## src/rtl/burst_arb_pkg.sv

```systemverilog
// Shared definitions for the 3-requester burst round-robin arbiter:
// FSM state enum, requester count and pointer helpers.
package burst_arb_pkg;

    localparam int NREQ = 3;

    typedef enum logic {
        IDLE   = 1'b0,
        LOCKED = 1'b1
    } arb_state_e;

    // Round-robin successor of a requester index, wrapping 2 -> 0.
    function automatic logic [1:0] next_ptr(input logic [1:0] idx);
        logic [1:0] nxt;
        case (idx)
            2'd0:    nxt = 2'd1;
            2'd1:    nxt = 2'd2;
            2'd2:    nxt = 2'd0;
            default: nxt = 2'd0;
        endcase
        return nxt;
    endfunction

    // Bit of a 3-bit request vector selected by a 2-bit index; index 3 reads as 0.
    function automatic logic req_bit(input logic [2:0] vec, input logic [1:0] idx);
        logic b;
        case (idx)
            2'd0:    b = vec[0];
            2'd1:    b = vec[1];
            2'd2:    b = vec[2];
            default: b = 1'b0;
        endcase
        return b;
    endfunction

    function automatic logic [2:0] onehot3(input logic [1:0] idx);
        logic [2:0] oh;
        case (idx)
            2'd0:    oh = 3'b001;
            2'd1:    oh = 3'b010;
            2'd2:    oh = 3'b100;
            default: oh = 3'b000;
        endcase
        return oh;
    endfunction

endpackage

```

## src/rtl/rr_pick3.sv

```systemverilog
// Combinational round-robin picker: first valid requester scanning upward
// from ptr, modulo 3.
module rr_pick3
    import burst_arb_pkg::*;
(
    input  logic [2:0] valid,
    input  logic [1:0] ptr,
    output logic [1:0] idx,
    output logic       any
);

    logic [1:0] cand1_s;
    logic [1:0] cand2_s;

    // Scan ptr, ptr+1, ptr+2; with nothing valid the index parks on ptr.
    always_comb begin
        cand1_s = next_ptr(ptr);
        cand2_s = next_ptr(cand1_s);
        any     = |valid;
        if (req_bit(valid, ptr)) begin
            idx = ptr;
        end else if (req_bit(valid, cand1_s)) begin
            idx = cand1_s;
        end else if (req_bit(valid, cand2_s)) begin
            idx = cand2_s;
        end else begin
            idx = ptr;
        end
    end

endmodule

```

## src/rtl/burst_rr_arbiter3.sv

```systemverilog
// Three-requester round-robin arbiter that locks onto a requester for a whole
// burst. Optional saturating stall counter enabled by macro ARB_STALL_CNT_EN.
module burst_rr_arbiter3
    import burst_arb_pkg::*;
#(
    parameter int DATA_W  = 32,
    parameter int STALL_W = 16
) (
    input  logic                  clock,
    input  logic                  reset,
    input  logic [2:0]            in_valid,
    output logic [2:0]            in_ready,
    input  logic [3*DATA_W-1:0]   in_data,
    input  logic [2:0]            in_last,
    output logic                  out_valid,
    input  logic                  out_ready,
    output logic [DATA_W-1:0]     out_data,
    output logic                  out_last,
    output logic [2:0]            out_sel,
    output logic [STALL_W-1:0]    out_stall_cnt
);

    arb_state_e state_r;
    logic [1:0] ptr_r;
    logic [1:0] lock_idx_r;
    logic       hold_r;
    logic [1:0] hold_idx_r;

    logic [1:0] pick_idx_s;
    logic       pick_any_s;
    logic [1:0] grant_s;
    logic       valid_s;
    logic       fire_s;
    logic       stall_s;

    rr_pick3 u_pick (
        .valid (in_valid),
        .ptr   (ptr_r),
        .idx   (pick_idx_s),
        .any   (pick_any_s)
    );

    // Grant source: burst owner, else the requester stalled last cycle, else the picker.
    always_comb begin
        if (state_r == LOCKED) begin
            grant_s = lock_idx_r;
            valid_s = req_bit(in_valid, lock_idx_r);
        end else if (hold_r) begin
            grant_s = hold_idx_r;
            valid_s = req_bit(in_valid, hold_idx_r);
        end else begin
            grant_s = pick_idx_s;
            valid_s = pick_any_s;
        end
    end

    assign fire_s  = valid_s & out_ready;
    assign stall_s = valid_s & ~out_ready;

    // Zero-latency output mux for the granted requester.
    always_comb begin
        out_valid = valid_s;
        out_sel   = onehot3(grant_s) & {3{valid_s}};
        in_ready  = {3{out_ready}} & out_sel;
        case (grant_s)
            2'd0:    out_data = in_data[0*DATA_W +: DATA_W];
            2'd1:    out_data = in_data[1*DATA_W +: DATA_W];
            2'd2:    out_data = in_data[2*DATA_W +: DATA_W];
            default: out_data = {DATA_W{1'b0}};
        endcase
        out_last = req_bit(in_last, grant_s);
    end

    // Burst FSM; hold_r pins an IDLE grant across back-pressure.
    always_ff @(posedge clock) begin
        if (reset) begin
            state_r    <= IDLE;
            ptr_r      <= 2'd0;
            lock_idx_r <= 2'd0;
            hold_r     <= 1'b0;
            hold_idx_r <= 2'd0;
        end else begin
            hold_r     <= stall_s;
            hold_idx_r <= grant_s;
            if (fire_s) begin
                if (out_last) begin
                    state_r <= IDLE;
                    ptr_r   <= next_ptr(grant_s);
                end else if (state_r == IDLE) begin
                    state_r    <= LOCKED;
                    lock_idx_r <= grant_s;
                end
            end
        end
    end

`ifdef ARB_STALL_CNT_EN
    logic [STALL_W-1:0] stall_cnt_r;

    // Saturating count of back-pressured cycles, cleared only by reset.
    always_ff @(posedge clock) begin
        if (reset) begin
            stall_cnt_r <= {STALL_W{1'b0}};
        end else if (stall_s && (stall_cnt_r != {STALL_W{1'b1}})) begin
            stall_cnt_r <= stall_cnt_r + {{(STALL_W-1){1'b0}}, 1'b1};
        end
    end

    assign out_stall_cnt = stall_cnt_r;
`else
    assign out_stall_cnt = {STALL_W{1'b0}};
`endif

endmodule
```

## config.mk

```make
export PLATFORM = sky130hd
export DESIGN_NAME = burst_rr_arbiter3
export DESIGN_NICKNAME = d
export VERILOG_FILES = /design/src/rtl/burst_arb_pkg.sv /design/src/rtl/rr_pick3.sv /design/src/rtl/burst_rr_arbiter3.sv
export SDC_FILE = /design/constraint.sdc
export NUM_CORES = 1
export LEC_CHECK = 0
export CAP_MARGIN = 20
export CORE_UTILIZATION = 28
export CTS_CLUSTER_DIAMETER = 40
export DETAILED_ROUTE_END_ITERATION = 10
export PLACE_DENSITY_LB_ADDON = 0.1
export RECOVER_POWER = 50
export SETUP_SLACK_MARGIN = 0.05
export SYNTH_ARGS = -nofsm -noshare
export SYNTH_HDL_FRONTEND = slang
export SYNTH_SLANG_ARGS = --single-unit
```

## constraint.sdc

```tcl
create_clock -name clock -period 2.62 [get_ports clock]
set_clock_uncertainty 0.15 [all_clocks]
set_input_delay 0.262 -clock clock [delete_from_list [all_inputs] [get_ports clock]]
set_output_delay 0.262 -clock clock [all_outputs]
set_load 0.02 [all_outputs]
```

-- After elaboration in Yosys (flattened, before gate mapping)
Cells that the tools add are included.
- eq/ne operators: 12
- bitwise operators: 7
- reductions and logical operators: 9
- multiplexer cells: 22
- operator list (cell ; number):
    one-hot mux 32 bit (3 select lines) ; 1
    one-hot mux 1 bit (3 select lines) ; 6
    == test 2 x 1 -> 1 bit (second input constant) ; 6
    == test 2 bit (second input constant) ; 6
    logical NOT 2 bit ; 6
    one-hot mux 2 bit (2 select lines) ; 3
    two-way mux 2 bit ; 5
    one-hot mux 3 bit (3 select lines) ; 1
    bitwise AND 3 bit ; 2
    two-way mux 1 bit ; 6
    NOT 1 bit ; 3
    AND reduction 3 bit ; 1
    OR reduction 3 bit ; 1
    bitwise AND 1 bit ; 2
    AND reduction 2 bit ; 1
- output and inout port bits: 56
- flip-flop bits (word level): 8
- input port bits: 105
- logic and storage cells: 55

-- Logic depth before layout (Yosys ltp)
Gate-level depths: netlist of the first run.
- word-level depth: 17
- depth in mapped cells: 10
- gate-level depth less buffers: 6

-- Hierarchy
Synthesis of the first run repeated with hierarchy kept, for this count alone.
- cells, all modules: 200
- area total of the unflattened synthesis: 1435.1 um2
- by module, submodules not included (module ; cells each ; area an instance (um2) ; times used ; seq. area each (um2)):
    burst_rr_arbiter3 ; 189 ; 1372.6 ; 1 ; 160.2
    rr_pick3 ; 11 ; 62.6 ; 1 ; 0.0

-- Least setup slack after synthesis of the first run
OpenSTA, ideal clock, no wires.
- kind: register -> output
- start point: register state_r
- end point: output port out_data[0]
- data required time: 2.208 ns
- path slack: 0.211 ns
- path buffers: 3
- arrival: 1.997 ns
- stages on the path, launching flop included: 9
- path through: dfxtp_1 clkbuf_1 nor2_1 a22o_1 a31o_1 buf_2 clkbuf_1 mux2i_1 o21ai_0
- longest elaborated chain between the ends: 3
- elaborated cells between the ends (all ways): 5
- classes of those cells: 2 x eq/ne; 2 x mux; 1 x reduce/logical
- ends and longest elaborated chain (item ; line ; source):
    start, declared ; burst_rr_arbiter3.sv:23 ; arb_state_e state_r;
    start signal, assigned ; burst_rr_arbiter3.sv:77 ; state_r <= IDLE;
    start signal, assigned ; burst_rr_arbiter3.sv:87 ; state_r <= IDLE;
    start signal, assigned ; burst_rr_arbiter3.sv:90 ; state_r <= LOCKED;
    two-way mux 2 bit * ; burst_rr_arbiter3.sv:45 ; if (state_r == LOCKED) begin
    == test 2 bit (tied with other cells) ; burst_rr_arbiter3.sv:65 ; case (grant_s)
    one-hot mux 32 bit (3 select lines) * ; burst_rr_arbiter3.sv:65 ;
    end, declared ; burst_rr_arbiter3.sv:17 ; output logic [DATA_W-1:0] out_data,
Mark *: on every way between the ends. The rest lies on a longest branch, timed or not.

-- Worst setup path after layout of the first run
- start point: input port in_valid[2]
- end point: output port out_sel[0]
- longest elaborated chain between the ends: 11
- elaborated cells between the ends (all ways): 21
- classes of those cells: 2 x eq/ne; 16 x mux; 1 x bitwise; 2 x reduce/logical
- ends and longest elaborated chain (item ; line ; source):
    start, declared ; burst_rr_arbiter3.sv:11 ; input logic [2:0] in_valid,
    one-hot mux 1 bit (3 select lines) ; burst_arb_pkg.sv:27 ; case (idx)
    two-way mux 1 bit ; rr_pick3.sv:22 ; end else if (req_bit(valid, cand1_s)) begin
    two-way mux 1 bit ; rr_pick3.sv:20 ; if (req_bit(valid, ptr)) begin
    two-way mux 2 bit ; rr_pick3.sv:24 ; end else if (req_bit(valid, cand2_s)) begin
    two-way mux 2 bit ; rr_pick3.sv:22 ;
    two-way mux 2 bit ; rr_pick3.sv:20 ;
    two-way mux 2 bit ; burst_rr_arbiter3.sv:48 ; end else if (hold_r) begin
    two-way mux 2 bit ; burst_rr_arbiter3.sv:45 ;
    == test 2 bit (tied with other cells) ; burst_arb_pkg.sv:38 ; case (idx)
    one-hot mux 3 bit (3 select lines) ; burst_arb_pkg.sv:38 ;
    bitwise AND 3 bit * ; burst_rr_arbiter3.sv:63 ; out_sel = onehot3(grant_s) & {3{valid_s}};
    end, declared ; burst_rr_arbiter3.sv:19 ; output logic [2:0] out_sel,
Mark *: on every way between the ends. The rest lies on a longest branch, timed or not. The select of a mux whose other input is x is not followed.

==> metrics.cfg, run 1 <==
[grt]
antenna_found_initial = 0
grtUsageTotal_pct = 20.7
grt_max_degree = 23
overflow = 0
grt_pass1_vias = 1875
grt_pass1_wl_um = 8580

[floorplan]
die_w_um = 72.9
rows = 25
ios = 161
coreArea_mm2 = 0.00479
die_area_mm2 = 0.00532
start_util_pct = 29.4
dieHeight_um = 72.9

[placement]
place.gp.congestion = 0.848
place_area_mm2 = 0.00301
dp_cells = 425
dp_hpwl_um = 4720
port_buffers = 144

[sta]
fin_crit_sh_pct = 94.7
rsz0062_at_grt = yes
fin_crit_ns = 2.48
max_freq_mhz = 403
maxSlewViolCount = 0
setup_viol = 0
timing.final.hold_violations = 0

[setup_path]
critPathMaxFanout = 4
cp-end-kind = output pin
crit_required_ns = 2.21
slowest_stage = dlygate4sd2_1
r2r_slack_ns = 0.43
cpMostUsedCell = dlygate4sd2_1
worstPathBufferInverterCount = 4
worstSetupStartpointType = primary input
arrival_ns = 2.07
critical_path.top_delay_family = buffers and inverters
cp_cell_sequence = dlygate4sd2_1 -> nor2b_1 -> o211a_1 -> clkbuf_4 -> o32ai_1 -> clkbuf_1 -> and3_1 -> dlygate4sd2_1
critPathKind = primary input to output pin
slowest_delay_ns = 0.34

[synthesis]
ys_seq_area_share_pct = 11.4
synth_cell_types = 40
syn-cell-area_mm2 = 0.00141
synthXorXnorAreaFrac_pct = 0
synthAdderAreaFrac_pct = 0
ys_warn_count = 0
synth_top_family_by_area = compound AO/OA/AOI/OAI gates
syn_inst = 205
muxShareOfSynthArea_pct = 24.2
synth_compound_area_share_pct = 26.6
synthSimpleGateAreaFrac_pct = 21.3
syn_avg_cell_area_um2 = 6.87
yosys_register_bits = 8

[cells_and_area]
fin_nets = 476
drive_above_1_share_pct = 21.7
antenna_cells = 0
area_growth_pct = 114
fin_cells = 436
design_area_mm2 = 0.00302
fill_cells = 432

[power]
peakVddDrop_uv = 347
power_density_mw_per_mm2 = 654
p_leak_nw = 1.36
totalPowerFinal_mw = 1.97

[detailed_routing]
drc = 0
drtAntennaViolNets = 0
wl_per_cell_um = 13.4
drt_iter0_markers = 116
vias = 2026
viasPerCell = 4.65
wl_um = 5860
first_pass_iters = 4

[clocking]
clk_latency_ns = 0.24
numCtsBuffers = 3
cts-htree-levels = 1
cts_buffer_depth = 2
ctsRootBufferMaster = clkbuf_8
cts.clk_slew.worst_paths_ns = 0.04
clkSinkCount = 8
cts_tree = yes

[status]
status = completed

[flow_run]
max_cap_viol_count = 0

[worst_hold_path]
min_path_type = register to register

-- report_power, final --
group	switching (mW)	internal, mW	total [mW]
registers	0.0262	0.143	0.170
logic	0.870	0.781	1.65
clock network	0.0536	0.100	0.154
-- layer usage --
metal  GRT usage [%]  wire length (um)  share of wire, %
met1            25.1              2340                40
met2            36.0              3090                53
met3            4.83               358               6.1
met4            6.54                62               1.1
met5               0                 0                 0
-- synth_stat cells (all sizes together) --
master / count / area [um^2]
inv: 9 / 33.8
mux2: 1 / 11.3
a211oi: 1 / 12.5
a21o: 1 / 7.51
nor2b: 4 / 25.0
nand2: 38 / 143
clkbuf: 6 / 22.5
o32ai: 1 / 8.76
a221oi: 1 / 8.76
o2bb2ai: 1 / 8.76
a22oi: 1 / 7.51
and2: 3 / 21.3
a32oi: 1 / 8.76
a31oi: 1 / 6.26
o211ai: 3 / 22.5
a21oi: 2 / 10.0
nand3b: 1 / 7.51
a2111oi: 1 / 15.0
a32o: 2 / 20.0
dfxtp: 8 / 160
nor2: 9 / 33.8
o21ai: 34 / 170
o31ai: 1 / 12.5
conb: 1 / 3.75
nor4b: 1 / 8.76
nor3: 4 / 20.0
o211a: 1 / 10.0
and3: 2 / 12.5
buf: 24 / 173
o32a: 1 / 10.0
mux2i: 33 / 330
a22o: 2 / 26.3
nand2b: 3 / 18.8
a31o: 1 / 8.76
nand3: 2 / 10.0
-- registers in the layout, summed over array words and instances (netlist names) --
register / flops
hold_idx_r: 2
lock_idx_r: 2
ptr_r: 2
hold_r: 1
state_r: 1
-- through the flow --
stage / util (%) / hold slack [ns] / setup slack [ns] / TNS [ns]
3_3_place_gp: 63.0 / 0.376 / -0.466 / -16.76
4_1_cts: 62.5 / 0.393 / 0.0514 / 0
6_report: 63.1 / 0.394 / 0.138 / 0
3_5_place_dp: 63.0 / 0.386 / -0.464 / -17.05
2_1_floorplan: - / 0.181 / 0.211 / 0
5_1_grt: 63.1 / 0.428 / 0.0356 / 0
-- tightest hold or removal path, stage by stage, from the launching register on --
cell and delay, ns:
dfxtp_1 0.33, nand3_1 0.08, a31oi_1 0.07
-- area by class of cell --
cell class	instances	area, um^2	area share (%)
Clock buffer	3	41.3	1.37
Inverter	9	33.8	1.12
Multi-Input combinational cell	173	1110	36.8
Sequential cell	8	161	5.34
Tap cell	67	83.8	2.78
Timing Repair Buffer	176	1590	52.6
-- repair_timing --
action                                  CTS  global route
pin swaps                                 4             4
resized for setup                       181            11
endpoints found under the setup margin   40            39
hold buffers                              0             0
buffers inserted                          3             2
gates cloned                              1             2
-- cells in the final DEF (no fill, tap or decap), types with 3 or more instances in the layout --
master           count
clkdlybuf4s15_2      3
clkbuf_1             5
nor3_1               4
buf_12               3
dlygate4sd2_1        4
nor2_1               9
buf_2               21
nand2_1             38
nor2b_1              4
o21ai_0             25
clkbuf_8             3
inv_1                8
conb_1              16
o211ai_1             3
mux2i_1             32
o21ai_1              8
clkbuf_2            11
buf_6                4
buf_4               19
dfxtp_1              7
clkdlybuf4s50_1    102
-- cells by family after synthesis --
| kind of cell | after synthesis |
|---|---|
| buffers and inverters | 39 |
| AND/OR/NAND/NOR | 67 |
| AO/OA/AOI/OAI | 56 |
| flip-flops | 8 |
| other | 1 |
| multiplexers | 34 |
-- worst paths after layout --
path,start,end,cells after the start
max,in_valid[2],out_sel[0],8
min reg2reg,lock_idx_r[0],lock_idx_r[0],2
max reg2reg,ptr_r[0],lock_idx_r[1],8
min,lock_idx_r[0],lock_idx_r[0],2
No activity file was read; power rests on OpenSTA's default activity.
==> run 2, diff against run 1 <==
Settings changed: REMOVE_ABC_BUFFERS from default to 1, SYNTH_HIERARCHICAL from default to 1.
==> metrics.cfg, run 2 <==
[clocking]
ctsRootBufferMaster = clkbuf_8
cts-htree-levels = 1  ; unchanged
numCtsBuffers = 3  ; unchanged
cts_buffer_depth = 2  ; unchanged
cts_tree = yes
clk_latency_ns = 0.23  ; about the same
cts.clk_slew.worst_paths_ns = 0.04  ; about the same
clkSinkCount = 8  ; unchanged
ctsHoldBuffers = 0  ; unchanged

[setup_path]
slowest_stage = dfxtp_4
rr_startpoint = ptr_r[1]
cp_cell_sequence = nand2b_4 -> nand3b_1 -> nand2_1 -> mux2_4 -> mux2i_4 -> buf_12 -> clkbuf_16 -> mux2i_2 -> o21ai_2 -> buf_6
crit_required_ns = 2.21  ; about the same
r2r_slack_ns = 0.09  ; -0.34 ns
critPathKind = register to output pin
reg2reg_depth = 11  ; +3
slowest_delay_ns = 0.36  ; +0.02 ns
cp-end-kind = output pin
arrival_ns = 2.17  ; +0.10 ns
reg2reg_to = ptr_r[0]
critPathMaxFanout = 8  ; +4
worstSetupStartpointType = register

[cells_and_area]
area_growth_pct = 146
fin_cells = 435  ; -0.23%
final_common_cell = clkdlybuf4s50_1
largest_registers = hold_idx_r x2, lock_idx_r x2, ptr_r x2
fin_nets = 475  ; -0.21%
design_area_mm2 = 0.00353  ; +17%
multiInputGateArea_mm2 = 0.00140  ; +26%
drive_above_1_share_pct = 42.9  ; +21 points
antenna_cells = 0  ; unchanged
mostFrequentLayoutCells = clkdlybuf4s50_1 (102), buf_4 (39), nand2_2 (25)
fill_cells = 395  ; -8.6%
seqCellArea_um2 = 165  ; +2.3%
postLayoutCoreUtil_pct = 73.2  ; +10 points

[grt]
antenna_found_initial = 0  ; unchanged
grt_pass1_wl_um = 9040  ; +5.3%
grt_pass1_vias = 1938  ; +3.4%
grt_use_met1_pct = 24.3  ; -0.84 points
overflow = 0  ; unchanged
grtUsageMet2_pct = 41.0  ; +4.9 points
grt_max_degree = 21  ; -8.7%
grtUsageTotal_pct = 21.7  ; +0.97 points
grt_use_met3_pct = 4.94  ; +0.10 points
busiest_layer = met2

[floorplan]
coreArea_mm2 = 0.00482  ; +0.65%
die_area_mm2 = 0.00542  ; +1.8%
ios = 161  ; unchanged
rows = 25  ; unchanged
start_util_pct = 29.8  ; +0.35 points
die_w_um = 73.6  ; +0.90%
dieHeight_um = 73.6  ; +0.90%

[synthesis]
ys_seq_area_share_pct = 11.2  ; -0.21 points
synthTopCellsByArea = mux2i_1 (26%), dfxtp_1 (11%), buf_4 (9.9%)
yosysTopAreaCellShare_pct = 25.8  ; +2.4 points
synth_top_area_cell = mux2i_1
syn_avg_cell_area_um2 = 7.18  ; +4.4%
synth_cell_types = 39  ; -2.5%
syn_inst = 200  ; -2.4%
synth_edf_count = 0  ; unchanged
post-synth-top-count-cell = nand2_1
synthArstFlopShare_pct = 0  ; unchanged
synthFlopType = dfxtp_1
synth_common_cells = nand2_1 (38), mux2i_1 (37), o21ai_0 (25), buf_4 (19), o21ai_1 (9)
syn-cell-area_mm2 = 0.00144  ; +1.9%
yosys_register_bits = 8  ; unchanged
ys_warn_count = 6  ; +6

[status]
status = completed

[detailed_routing]
drt_iter0_markers = 28  ; -76%
drtAntennaViolNets = 0  ; unchanged
viasPerCell = 4.71  ; +1.4%
drc = 0  ; unchanged
first_pass_iters = 4  ; unchanged
vias = 2049  ; +1.1%
wl_per_cell_um = 15.7  ; +17%
wl_um = 6820  ; +16%

[sta]
holdWs_ns = 0.506  ; +0.113 ns
worst_slack_ns = 0.0410  ; -0.0966 ns
fin_crit_ns = 2.58  ; +0.0966 ns
max_freq_mhz = 388  ; -3.7%
maxSlewViolCount = 0  ; unchanged
timing.final.hold_violations = 0  ; unchanged
setup_viol = 0  ; unchanged
fin_crit_sh_pct = 98.4  ; +3.7 points
rsz0062_at_grt = yes

[placement]
post-place-ws_ns = -0.616  ; -0.151 ns
place.gp.congestion = 0.763  ; -9.9%
port_buffers = 144  ; unchanged
dp_cells = 423  ; -0.47%
place_area_mm2 = 0.00304  ; +0.87%
dp_hpwl_um = 5050  ; +7.0%

[power]
peakVddDrop_uv = 280  ; -19%
power_density_mw_per_mm2 = 480  ; -27%
p_leak_nw = 1.52  ; +12%

[worst_hold_path]
hold_path_depth = 3  ; +1
min_path_type = register to register
hold_end = ptr_r[0]
holdCritStartpoint = ptr_r[0]

[flow_run]
max_cap_viol_count = 0  ; unchanged

[run 2: report_power, final]
group	internal, mW	total (mW)	switching (mW)	leakage, nW
sequential	0.136	0.150	0.0138	0.0665
combinational	0.732	1.39	0.660	1.43
clock	0.0996	0.150	0.0504	0.0216
[run 2: cell type report]
| type | count | share of cell area (%) |
|---|---|---|
| timing repair buffer | 180 | 51.5 |
| multi-input combinational | 172 | 39.8 |
| sequential | 8 | 4.68 |
| tap | 67 | 2.38 |
| clock buffer | 3 | 1.17 |
| inverter | 5 | 0.532 |
[run 2: repair_timing]
| action | in CTS | in global routing |
|---|---|---|
| pin swaps | 1 | 18 |
| hold endpoints to repair | 0 | 0 |
| gates cloned | 1 | 4 |
| setup endpoints to repair | 44 | 44 |
| gates resized for setup | 191 | 160 |
| setup buffers | 1 | 4 |
[run 2: critical path, delay by kind of cell, from the launching register on]
kind	cells	cell delay, ns
flops	1	0.36
buf+inv	3	0.45
simple gates	3	0.28
compound gates	1	0.10
mux	3	0.74
[run 2: logic make-up (layout without fill, tap and decap cells)]
| logic type | Yosys count | count (layout) | share of synthesized area, % |
|---|---|---|---|
| buf+inv | 35 | 188 | 15.6 |
| simple gates | 69 | 69 | 22.8 |
| mux | 41 | 41 | 29.4 |
| flops | 8 | 8 | 11.2 |
| other cells | 1 | 16 | 0.261 |
| compound gates | 46 | 46 | 20.8 |
[run 2: how the worst max path moves through the flow]
stage | slack, ns | to | from
after global routing | -0.02 | out_data[20] | in_valid[1]
after global placement | -0.64 | out_data[17] | in_valid[2]
after detailed placement | -0.62 | out_data[17] | in_valid[2]
after CTS | 0.009 | out_data[17] | ptr_r[0]
final | 0.04 | out_data[17] | ptr_r[1]
after floorplan | -1.57 | out_data[0] | ptr_r[0]
[run 2: stage by stage]
stage          total power [mW]  TNS, ns
2_1_floorplan             0.680   -62.11
3_3_place_gp               1.28   -21.32
3_5_place_dp               1.28   -22.12
4_1_cts                    1.37        0
5_1_grt                    1.77  -0.0864
6_report                   1.69        0
[run 2: routing by layer]
metal | wire (um) | vias up | share of wire [%]
met5 | 0 | - | 0
met4 | 79 | 0 | 1.2
met3 | 378 | 7 | 5.5
met2 | 3870 | 62 | 57
met1 | 2490 | 963 | 37
li1 | - | 1017 | -
==> run 3, diff against run 2 <==
Settings changed: ABC_CLOCK_PERIOD_IN_PS from default to 2620, SKIP_CTS_REPAIR_TIMING from default to 1.
==> metrics.cfg, run 3 (synthesis gave the netlist of run 2 again) <==
[sta]
timing.final.hold_violations = 0  ; unchanged
maxSlewViolCount = 0  ; unchanged
finalSetupTns_ns = 0  ; unchanged
fin_crit_ns = 2.56  ; -0.0154 ns
worst_slack_ns = 0.0564  ; +0.0154 ns
max_freq_mhz = 390  ; +0.60%
setup_viol = 0  ; unchanged
fin_crit_sh_pct = 97.8  ; -0.59 points
rsz0062_at_grt = yes

[grt]
antenna_found_initial = 0  ; unchanged
grtUsageTotal_pct = 21.2  ; -0.46 points
grt_pass1_wl_um = 8900  ; -1.5%
grt_max_degree = 22  ; +4.8%
overflow = 0  ; unchanged
grt_pass1_vias = 1947  ; +0.46%

[cells_and_area]
final_common_cell = clkdlybuf4s50_1
drive_above_1_share_pct = 38.4  ; -4.5 points
area_growth_pct = 138
antenna_cells = 0  ; unchanged
fin_nets = 469  ; -1.3%
fill_cells = 407  ; +3.0%
design_area_mm2 = 0.00342  ; -3.1%
fin_cells = 429  ; -1.4%
largest_registers = hold_idx_r x2, lock_idx_r x2, ptr_r x2
mostFrequentLayoutCells = clkdlybuf4s50_1 (102), mux2i_1 (36), buf_4 (28)

[setup_path]
cp_cell_sequence = nand2b_4 -> nand3b_1 -> nand2_1 -> mux2_4 -> mux2i_4 -> and2_4 -> clkbuf_16 -> nand2_2 -> o21ai_2 -> buf_6
cp-end-kind = output pin
reg2reg_to = ptr_r[0]
worstSetupStartpointType = register
reg2reg_depth = 10  ; -1
slowest_stage = dfxtp_4
slowest_delay_ns = 0.36  ; about the same
arrival_ns = 2.15  ; -0.02 ns
crit_required_ns = 2.21  ; about the same
critPathKind = register to output pin
critPathMaxFanout = 6  ; -2
rr_startpoint = ptr_r[1]
r2r_slack_ns = 0.15  ; +0.06 ns

[power]
peakVddDrop_uv = 294  ; +4.7%
p_leak_nw = 1.61  ; +6.1%
totalPowerFinal_mw = 1.60  ; -5.6%
power_density_mw_per_mm2 = 467  ; -2.7%

[floorplan]
die_area_mm2 = 0.00542  ; unchanged
ios = 161  ; unchanged
dieHeight_um = 73.6  ; unchanged
die_w_um = 73.6  ; unchanged
start_util_pct = 29.8  ; unchanged
coreArea_mm2 = 0.00482  ; unchanged
rows = 25  ; unchanged

[clocking]
cts.clk_slew.worst_paths_ns = 0.04  ; about the same
cts-htree-levels = 1  ; unchanged
cts_buffer_depth = 2  ; unchanged
cts_tree = yes
ctsRootBufferMaster = clkbuf_8
clk_latency_ns = 0.23  ; about the same
clkSinkCount = 8  ; unchanged
numCtsBuffers = 3  ; unchanged

[placement]
port_buffers = 144  ; unchanged
dp_cells = 423  ; unchanged
place_area_mm2 = 0.00304  ; unchanged
dp_hpwl_um = 5050  ; unchanged
place.gp.congestion = 0.763  ; unchanged
post-place-ws_ns = -0.616  ; unchanged

[worst_hold_path]
hold_path_depth = 3  ; unchanged
hold_end = ptr_r[0]
min_path_type = register to register
holdCritStartpoint = ptr_r[0]

[detailed_routing]
wl_um = 6320  ; -7.3%
drt_iter0_markers = 23  ; -18%
vias = 2019  ; -1.5%
drc = 0  ; unchanged
wl_per_cell_um = 14.7  ; -6.0%
viasPerCell = 4.71  ; about the same
drtAntennaViolNets = 0  ; unchanged
first_pass_iters = 4  ; unchanged

[flow_run]
max_cap_viol_count = 0  ; unchanged

[status]
status = completed

-- run 3: cell types whose count changed in the layout (fill, tap and decap cells not counted), sizes merged --
| cell | previous run | this run |
|---|---|---|
| buf | 69 | 60 |
| clkbuf | 10 | 8 |
| dlygate4sd2 | 2 | 0 |
| dlymetal6s2s | 0 | 7 |
-- run 3: area by class of cell --
class / count / area, um^2 / share of cell area, %
tap: 67 / 83.8 / 2.45
clock buffer: 3 / 41.3 / 1.21
multi-input combinational: 172 / 1340 / 39.1
sequential: 8 / 165 / 4.83
inverter: 5 / 18.8 / 0.549
timing repair buffer: 174 / 1770 / 51.8
-- run 3: power by group --
group	leakage, nW	switching (mW)	internal [mW]
logic	1.52	0.629	0.669
registers	0.0665	0.0138	0.136
clock network	0.0216	0.0495	0.0996
total	1.61	0.693	0.904
-- run 3: worst max path at each step --
stage                      from  cells past startpoint           end
floorplan              ptr_r[0]                      8   out_data[0]
global placement    in_valid[2]                     10  out_data[17]
detailed placement  in_valid[2]                     10  out_data[17]
CTS                 in_valid[2]                     10  out_data[17]
global route           ptr_r[1]                     10   out_data[8]
finish                 ptr_r[1]                     10  out_data[29]
-- run 3: per-layer routing --
layer	GRT usage, %	up-vias	wire length (um)
met3	5.35	13	381
met5	0	-	0
met2	38.9	72	3470
li1	-	1000	-
met4	6.20	0	153
met1	23.9	934	2320
-- run 3: worst max-delay path, delay by kind of cell (launching register included) --
family / cells / cell delay, ns
AOI/OAI and AO/OA: 1 / 0.06
buffers and inverters: 2 / 0.32
DFF: 1 / 0.36
muxes: 2 / 0.54
and+or+nand+nor: 5 / 0.63
-- run 3: through the flow --
step	hold slack, ns	util [%]
floorplan	0.181	-
global placement	0.451	63.1
detailed placement	0.465	63.1
CTS	0.474	63.9
global route	0.528	71.0
finish	0.472	71.0
